==> src/rtl/receiver_packetiser_if.sv <==
// Framed sample stream leaving the packetiser: one serialised sample per beat,
// qualified by opValid, with channel index and start/end-of-packet markers.
interface receiver_packetiser_if #(
  parameter int W = 14
);
  logic [W-1:0] opData;
  logic [3:0]   opChannel;
  logic         opSoP;
  logic         opEoP;
  logic         opValid;

  modport master (output opData, opChannel, opSoP, opEoP, opValid);
  modport slave  (input  opData, opChannel, opSoP, opEoP, opValid);
endinterface

==> src/rtl/receiver_packetiser.sv <==
// Multi-channel receiver packet framer: arms on a synchronised trigger, captures
// a programmable number of sample sets and serialises NUM_CH channels per set.
module receiver_packetiser #(
  parameter int NUM_CH     = 4,
  parameter int W          = 14,
  parameter int LEN_W      = 16,
  parameter int OFFSET_BIN = 1
) (
  input  logic                  ipDspClk,
  input  logic                  Reset,
  input  logic                  ipTrigger,
  input  logic [LEN_W-1:0]      ipLength,
  input  logic [NUM_CH*W-1:0]   ipData,
  input  logic                  ipValid,
  receiver_packetiser_if.master pkt,
  output logic                  opBusy,
  output logic [15:0]           opOverruns,
  output logic [15:0]           opMissedTriggers
);

  typedef enum logic {Idle, Sampling} state_t;

  localparam logic [3:0]   LastCh  = 4'(NUM_CH - 1);
  localparam logic [W-1:0] MsbMask = {1'b1, {(W-1){1'b0}}};
  localparam logic [W-1:0] DataXor = (OFFSET_BIN != 0) ? MsbMask : '0;

  state_t               state, stateNext;
  logic                 trigMeta, trigSync, trigPrev, trigEdge;
  logic [LEN_W-1:0]     len, setCount, curSet;
  logic [NUM_CH*W-1:0]  holdReg;
  logic [3:0]           chan;
  logic                 serActive, lastChan, serFree, eop;
  logic                 capture, overrun, accept, missed;

  always_comb begin
    trigEdge  = trigSync & ~trigPrev;
    lastChan  = (chan == LastCh);
    // The serialiser can take a new set on the cycle its last beat goes out.
    serFree   = !serActive || lastChan;
    eop       = serActive && lastChan && (curSet == len - LEN_W'(1));
    capture   = (state == Sampling) && ipValid && serFree  && (setCount != len);
    overrun   = (state == Sampling) && ipValid && !serFree && (setCount != len);
    accept    = (state == Idle) && trigEdge && (ipLength != '0);
    missed    = trigEdge && !accept;

    stateNext = state;
    case (state)
      Idle:     if (accept) stateNext = Sampling;
      Sampling: if (eop)    stateNext = Idle;
      default:              stateNext = Idle;
    endcase
  end

  always_ff @(posedge ipDspClk) begin
    if (Reset) begin
      state            <= Idle;
      trigMeta         <= 1'b0;
      trigSync         <= 1'b0;
      trigPrev         <= 1'b0;
      len              <= '0;
      setCount         <= '0;
      curSet           <= '0;
      holdReg          <= '0;
      chan             <= '0;
      serActive        <= 1'b0;
      opOverruns       <= '0;
      opMissedTriggers <= '0;
    end else begin
      trigMeta <= ipTrigger;
      trigSync <= trigMeta;
      trigPrev <= trigSync;
      state    <= stateNext;

      if (accept) begin
        len      <= ipLength;
        setCount <= '0;
      end

      if (capture) begin
        holdReg   <= ipData;
        curSet    <= setCount;
        setCount  <= setCount + LEN_W'(1);
        chan      <= '0;
        serActive <= 1'b1;
      end else if (serActive) begin
        holdReg <= holdReg >> W;
        if (lastChan) begin
          chan      <= '0;
          serActive <= 1'b0;
        end else begin
          chan <= chan + 4'd1;
        end
      end

      if (overrun && opOverruns != '1)
        opOverruns <= opOverruns + 16'd1;
      if (missed && opMissedTriggers != '1)
        opMissedTriggers <= opMissedTriggers + 16'd1;
    end
  end

  always_comb begin
    pkt.opValid   = serActive;
    pkt.opData    = serActive ? (holdReg[W-1:0] ^ DataXor) : '0;
    pkt.opChannel = serActive ? chan : '0;
    pkt.opSoP     = serActive && (chan == '0) && (curSet == '0);
    pkt.opEoP     = eop;
    opBusy        = (state == Sampling);
  end

endmodule

==> src/flat_wrapper.sv <==
// flat-port wrapper written by rule: the top's interface ports become plain ports
module receiver_packetiser_flat 
#(
  parameter int NUM_CH     = 4,
  parameter int W          = 14,
  parameter int LEN_W      = 16,
  parameter int OFFSET_BIN = 1
)
  (ipDspClk, Reset, ipTrigger, ipLength, ipData, ipValid, opBusy, opOverruns, opMissedTriggers, pkt_opData, pkt_opChannel, pkt_opSoP, pkt_opEoP, pkt_opValid);
  receiver_packetiser_if #(.W(W)) pkt_i ();
  input  logic ipDspClk;
  input  logic Reset;
  input  logic ipTrigger;
  input  logic [LEN_W-1:0] ipLength;
  input  logic [NUM_CH*W-1:0] ipData;
  input  logic ipValid;
  output logic opBusy;
  output logic [15:0] opOverruns;
  output logic [15:0] opMissedTriggers;
  output wire logic [$bits(pkt_i.opData)-1:0] pkt_opData;
  output wire logic [$bits(pkt_i.opChannel)-1:0] pkt_opChannel;
  output wire logic [$bits(pkt_i.opSoP)-1:0] pkt_opSoP;
  output wire logic [$bits(pkt_i.opEoP)-1:0] pkt_opEoP;
  output wire logic [$bits(pkt_i.opValid)-1:0] pkt_opValid;
  assign pkt_opData = pkt_i.opData;
  assign pkt_opChannel = pkt_i.opChannel;
  assign pkt_opSoP = pkt_i.opSoP;
  assign pkt_opEoP = pkt_i.opEoP;
  assign pkt_opValid = pkt_i.opValid;
  receiver_packetiser #(.NUM_CH(NUM_CH), .W(W), .LEN_W(LEN_W), .OFFSET_BIN(OFFSET_BIN)) u_core (.ipDspClk(ipDspClk), .Reset(Reset), .ipTrigger(ipTrigger), .ipLength(ipLength), .ipData(ipData), .ipValid(ipValid), .pkt(pkt_i), .opBusy(opBusy), .opOverruns(opOverruns), .opMissedTriggers(opMissedTriggers));
endmodule
==> config.mk <==
export PLATFORM = sky130hd
export DESIGN_NAME = receiver_packetiser_flat
export DESIGN_NICKNAME = d
export VERILOG_FILES = /design/src/rtl/receiver_packetiser_if.sv /design/src/rtl/receiver_packetiser.sv /design/src/flat_wrapper.sv
export SDC_FILE = /design/constraint.sdc
export NUM_CORES = 1
export LEC_CHECK = 0
export ABC_CLOCK_PERIOD_IN_PS = 2350
export CORE_MARGIN = 2
export CORE_UTILIZATION = 45
export DETAILED_ROUTE_END_ITERATION = 10
export GPL_TIMING_DRIVEN = 0
export PLACE_DENSITY = 0.73
export SYNTH_ARGS = -nofsm -noshare
export SYNTH_HDL_FRONTEND = slang
export SYNTH_SLANG_ARGS = --single-unit
==> constraint.sdc <==
create_clock -name ipDspClk -period 2.35 [get_ports ipDspClk]
set_input_delay 0.235 -clock ipDspClk [delete_from_list [all_inputs] [get_ports ipDspClk]]
set_output_delay 0.235 -clock ipDspClk [all_outputs]
set_load 0.03 [all_outputs]
### Yosys cells after proc, flatten, opt, wreduce, memory -nomap -nowiden

Cells that the tools add are included.

* $add $sub $neg: 5
* $mul: 0
* divide/modulo/power cells: 0
* order comparisons: 0
* eq/ne operators: 5
* shift-type cells: 0
* mux-type cells: 13
* bitwise logic cells: 4
* reduce and logical (&&, ||, !) cells: 24

Operators by type and width (count)
* 56-bit 2-to-1 mux: 2
* 16-bit by 1-bit adder with 16-bit output (second input constant): 3
* 16-bit 2-to-1 mux: 2
* 16-bit != test (second input constant): 2
* 16-bit equality test: 1
* 16-bit zero test: 1
* 16-bit != test: 1
* 16-bit nonzero test: 1
* 16-bit by 1-bit subtractor with 16-bit output (second input constant): 1
* 1-bit logical AND: 14
* 14-bit 2-to-1 mux: 1
* 4-bit 2-to-1 mux: 2
* 1-bit 2-to-1 mux: 5
* 4-bit by 1-bit adder with 4-bit output (second input constant): 1
* 4-bit by 2-bit equality test with 1-bit output (second input constant): 1
* 4-bit zero test: 1
* 2-bit nonzero test: 2
* 1-bit zero test: 3
* 1-bit NOT: 3
* 1-bit one-hot mux with 2 select lines: 1
* 2-bit OR reduction: 1
* 1-bit AND: 1
* 1-bit logical OR: 1

* bits in registers: 145
* latch bits: 0
* memory bits (writable): 0
* bits in read-only memories: 0
* input port bits: 76
* output and inout port bits: 54
* logic and storage cells: 63
* memories: 0

### Depth between registers and ports, before layout

* word-level depth: 7
* depth in mapped cells: 9
* gate-level depth less buffers: 8

### Worst setup path after synthesis

Ideal clock, no wire load.

* kind: flip-flop to output port
* start: reg u_core.len[0]
* end: out pkt_opEoP
* data arrival time: 2.255 ns
* data required time: 2.115 ns
* setup slack: -0.140 ns
* stages on the path, launching flop included: 9
* buffers on the path: 0
* cells stage by stage: dfxtp_1 > inv_1 > ha_1 > or4b_4 > nor4_1 > xnor2_1 > nand4_1 > nor4_2 > and3_1

* word-level cells in the longest chain between the ends: 3

RTL lines
* start, declared: line receiver_packetiser.sv:29 `logic [LEN_W-1:0] len, setCount, curSet;`
* start signal, assigned: line receiver_packetiser.sv:75 `len <= ipLength;`
* 16-bit by 1-bit subtractor with 16-bit output: line receiver_packetiser.sv:40 `eop = serActive && lastChan && (curSet == len - LEN_W'(1));`
* 16-bit equality test: line receiver_packetiser.sv:40
* 1-bit logical AND: line receiver_packetiser.sv:40
* end, declared: line flat_wrapper.sv:23 `output wire logic [$bits(pkt_i.opEoP)-1:0] pkt_opEoP;`

No other way between the ends.

### Worst setup path in the final report

* start: reg u_core.len[1]
* end: out pkt_opEoP

Same word-level chain as after synthesis.

==> results.yml <==
global_routing:
  grt_overflow: 0
  grt_pass1_wl_mm: 32.4
  grt_pass1_vias: 6358
  grt_max_degree: 17
  antenna_found_initial: 0
  grt_use_total_pct: 22.8
setup_path:
  crit_path_end_kind: "output port"
  path_buf_inv: 2
  start_kind: "flop"
  r2r-start: "u_core.len[1]$_SDFFE_PP0P_"
  path_delay_family: "simple AND/OR/NAND/NOR gates"
  arrival_ns: 2.65
  path_max_fanout: 4
  crit_chain: "inv_2 -> ha_4 -> or4b_4 -> nor4_4 -> xnor2_1 -> nand4_1 -> nor4_2 -> and3_4 -> buf_6"
  startpoint: "u_core.len[1]$_SDFFE_PP0P_"
  worstSetupPathType: "flop to output port"
  critPathMaxStageDelay_ns: 0.52
  r2r_slack_ns: 0.08
  cpMaxStageDelayCell: "or4b_4"
  critPathRequiredTime_ns: 2.12
route:
  ant_nets: 0
  via_count: 6708
  first_pass_iters: 5
  wl_mm: 19.9
  wl_per_cell_microns: 16.1
  viasPerCell: 5.41
  drt_iter0_drc: 423
  drc: 0
clock_network:
  tritoncts: "built"
  clock_latency_ns: 0.43
  htree_levels: 4
  cts_root_buffer: "clkbuf_16"
  clockBufferDepth: 2
  cts_buffers: 17
  clk_pin_slew_ns: 0.06
  hold_buffers: 0
  cts.sinks: 145
timing:
  rsz0062_at_grt: "yes"
  finalHoldViolCount: 0
  clock_skew_ns: 0.00725
  post-route-period-util_pct: 123
  slew-limit-headroom_pct: 54.1
  fin_crit_ns: 2.89
  setup_viol: 1
  slew_viol_final: 0
  clock.fmax_ghz: 0.346
  setup_slack_ns: -0.537
  worstMarginPinSlew_ns: 0.689
status:
  outcome: "finished with violations"
  violations: "setup timing"
floorplan:
  io_pins: 130
  dieWidth_microns: 131
  rows: 46
  die-area_sq_um: 17200
  start_util_pct: 46.0
  die_h_microns: 131
  core_sq_um: 15800
synth:
  yosysWarnings: 0
  mappedNetlistArea_sq_um: 7280
  syn-instance-count: 857
  ys.flop_type: "dfxtp_1"
  synth_seq_cells: 145
  synth_nets: 939
  synth_edf_count: 0
  yosys.cell_types.count: 65
  synthArstFlopShare_pct: 0
  syn_area_per_cell_sq_um: 8.49
  ys_seq_area_share_pct: 39.9
cells_and_area:
  fillers: 1404
  diodes: 0
  final_nets: 1092
  final_cell_mix: "dfxtp_1 (135), clkdlybuf4s50_1 (126), nand2_1 (106)"
  fin_util_pct: 60.7
  seq_area_sq_um: 2920
  area_growth_pct: 31.9
  layout-drive-gt1-share_pct: 15.0
  layout_commonest_cell: "dfxtp_1"
  multi_input_area_sq_um: 4150
power_and_ir_drop:
  power_leakage_nw: 3.56
  power.total_mw: 5.86
  power.density_nw_per_um2: 610
  ir_worst_vdd_mv: 0.451
place:
  hpwlAfterDp_mm: 14.2
  io_buffers: 129
  gp_congestion: 0.892
hold_path:
  hp-class: "input port to flop"
  worstHoldStart: "ipTrigger"
job:
  max-cap-violations: 0
[power by group]
group	switching [mW]	internal (mW)	leakage, nW
Combinational	0.394	0.340	2.11
Sequential	0.0505	2.53	1.18
Clock	1.02	1.53	0.279
[cells by family after synthesis]
kind of cell               count (synthesis)  synth area share (%)
AOI/OAI and AO/OA                        183                  18.2
xor gates and xnor gates                  56                  6.74
adders and majority gates                  6                  1.03
buffers and inverters                     74                  4.74
DFF                                      145                  39.9
muxes                                     21                  2.92
and+or+nand+nor                          372                  26.5
[cells in the mapped netlist (5+ instances only)]
library cell	instances	area, sq um
and4_1	5	43.8
or4_1	19	143
and2_1	20	125
a22oi_1	14	105
dfxtp_1	145	2900
nand2_1	106	398
nor4_1	15	93.8
a211oi_1	15	113
and3_1	9	56.3
a211oi_2	28	350
mux2i_1	19	190
buf_4	5	37.5
xor2_1	41	359
buf_2	26	130
nor2_1	105	394
nor2b_1	7	43.8
nand2b_1	7	43.8
o31ai_1	14	105
clkbuf_1	28	105
xnor2_1	15	131
nand4_1	12	75.1
inv_1	11	41.3
o21ai_0	7	35.0
a21oi_1	77	385
nand3_1	26	130
ha_1	6	75.1
nor3_1	9	45.0
[worst reg2reg max path: stages (launching register included)]
cell     delay [ns]
dfxtp_4        0.35
inv_2          0.07
ha_4           0.12
or4b_4         0.52
nor4_4         0.17
xnor2_1        0.16
nand4_1        0.15
nor4_2         0.33
buf_4          0.17
a41oi_2        0.10
[sequential cells by signal (all words and copies together) (netlist names)]
register and cells:
u_core.holdReg 56, u_core.curSet 16, u_core.len 16, u_core.opMissedTriggers 16
u_core.opOverruns 16, u_core.setCount 16, u_core.chan 4, u_core.opBusy 1
u_core.pkt.opValid 1, u_core.trigMeta 1, u_core.trigPrev 1, u_core.trigSync 1
[path summary, 6_finish.rpt]
check                               endpoint  cells after the start
setup / recovery                   pkt_opEoP                      9
hold / removal    u_core.trigMeta$_SDFF_PP0_                      2
setup reg to reg    u_core.opBusy$_SDFF_PP0_                      9
hold reg to reg   u_core.trigSync$_SDFF_PP0_                      1
[what timing repair did]
action / 4_1_cts / 5_1_grt
endpoints found under the setup margin: 105 / 92
setup buffers: 3 / 2
cloned: 0 / 0
pin swaps: 4 / 8
gates resized for setup: 25 / 45
[metrics by stage]
step	setup WS (ns)	hold slack [ns]	cell area [sq um]	std cells	setup TNS [ns]
3_5_place_dp	-0.770	0.431	8860	1202	-28.68
6_report	-0.537	0.366	9600	1239	-0.537
4_1_cts	-0.611	0.355	9480	1237	-0.611
3_3_place_gp	-0.729	0.422	8860	1202	-26.25
2_1_floorplan	0.000616	0.363	7300	857	0
5_1_grt	-0.618	0.374	9600	1239	-0.618
[final cells by class]
class / instances / share of cell area [%]
flip-flops and latches: 145 / 30.4
clock inverters: 10 / 0.886
clock buffers: 22 / 4.94
plain buffers: 63 / 3.51
multi-input cells: 638 / 43.2
inverters: 11 / 0.430
well taps: 216 / 2.81
repair buffers: 134 / 13.8
[metal layers]
metal	GRT usage, %	part of all wire (%)	vias up
met3	5.59	5.7	21
met5	0	0	-
li1	-	-	3356
met2	37.2	47	195
met4	6.52	1.0	0
met1	30.1	46	3136
No activity file was read; power rests on OpenSTA's default activity.
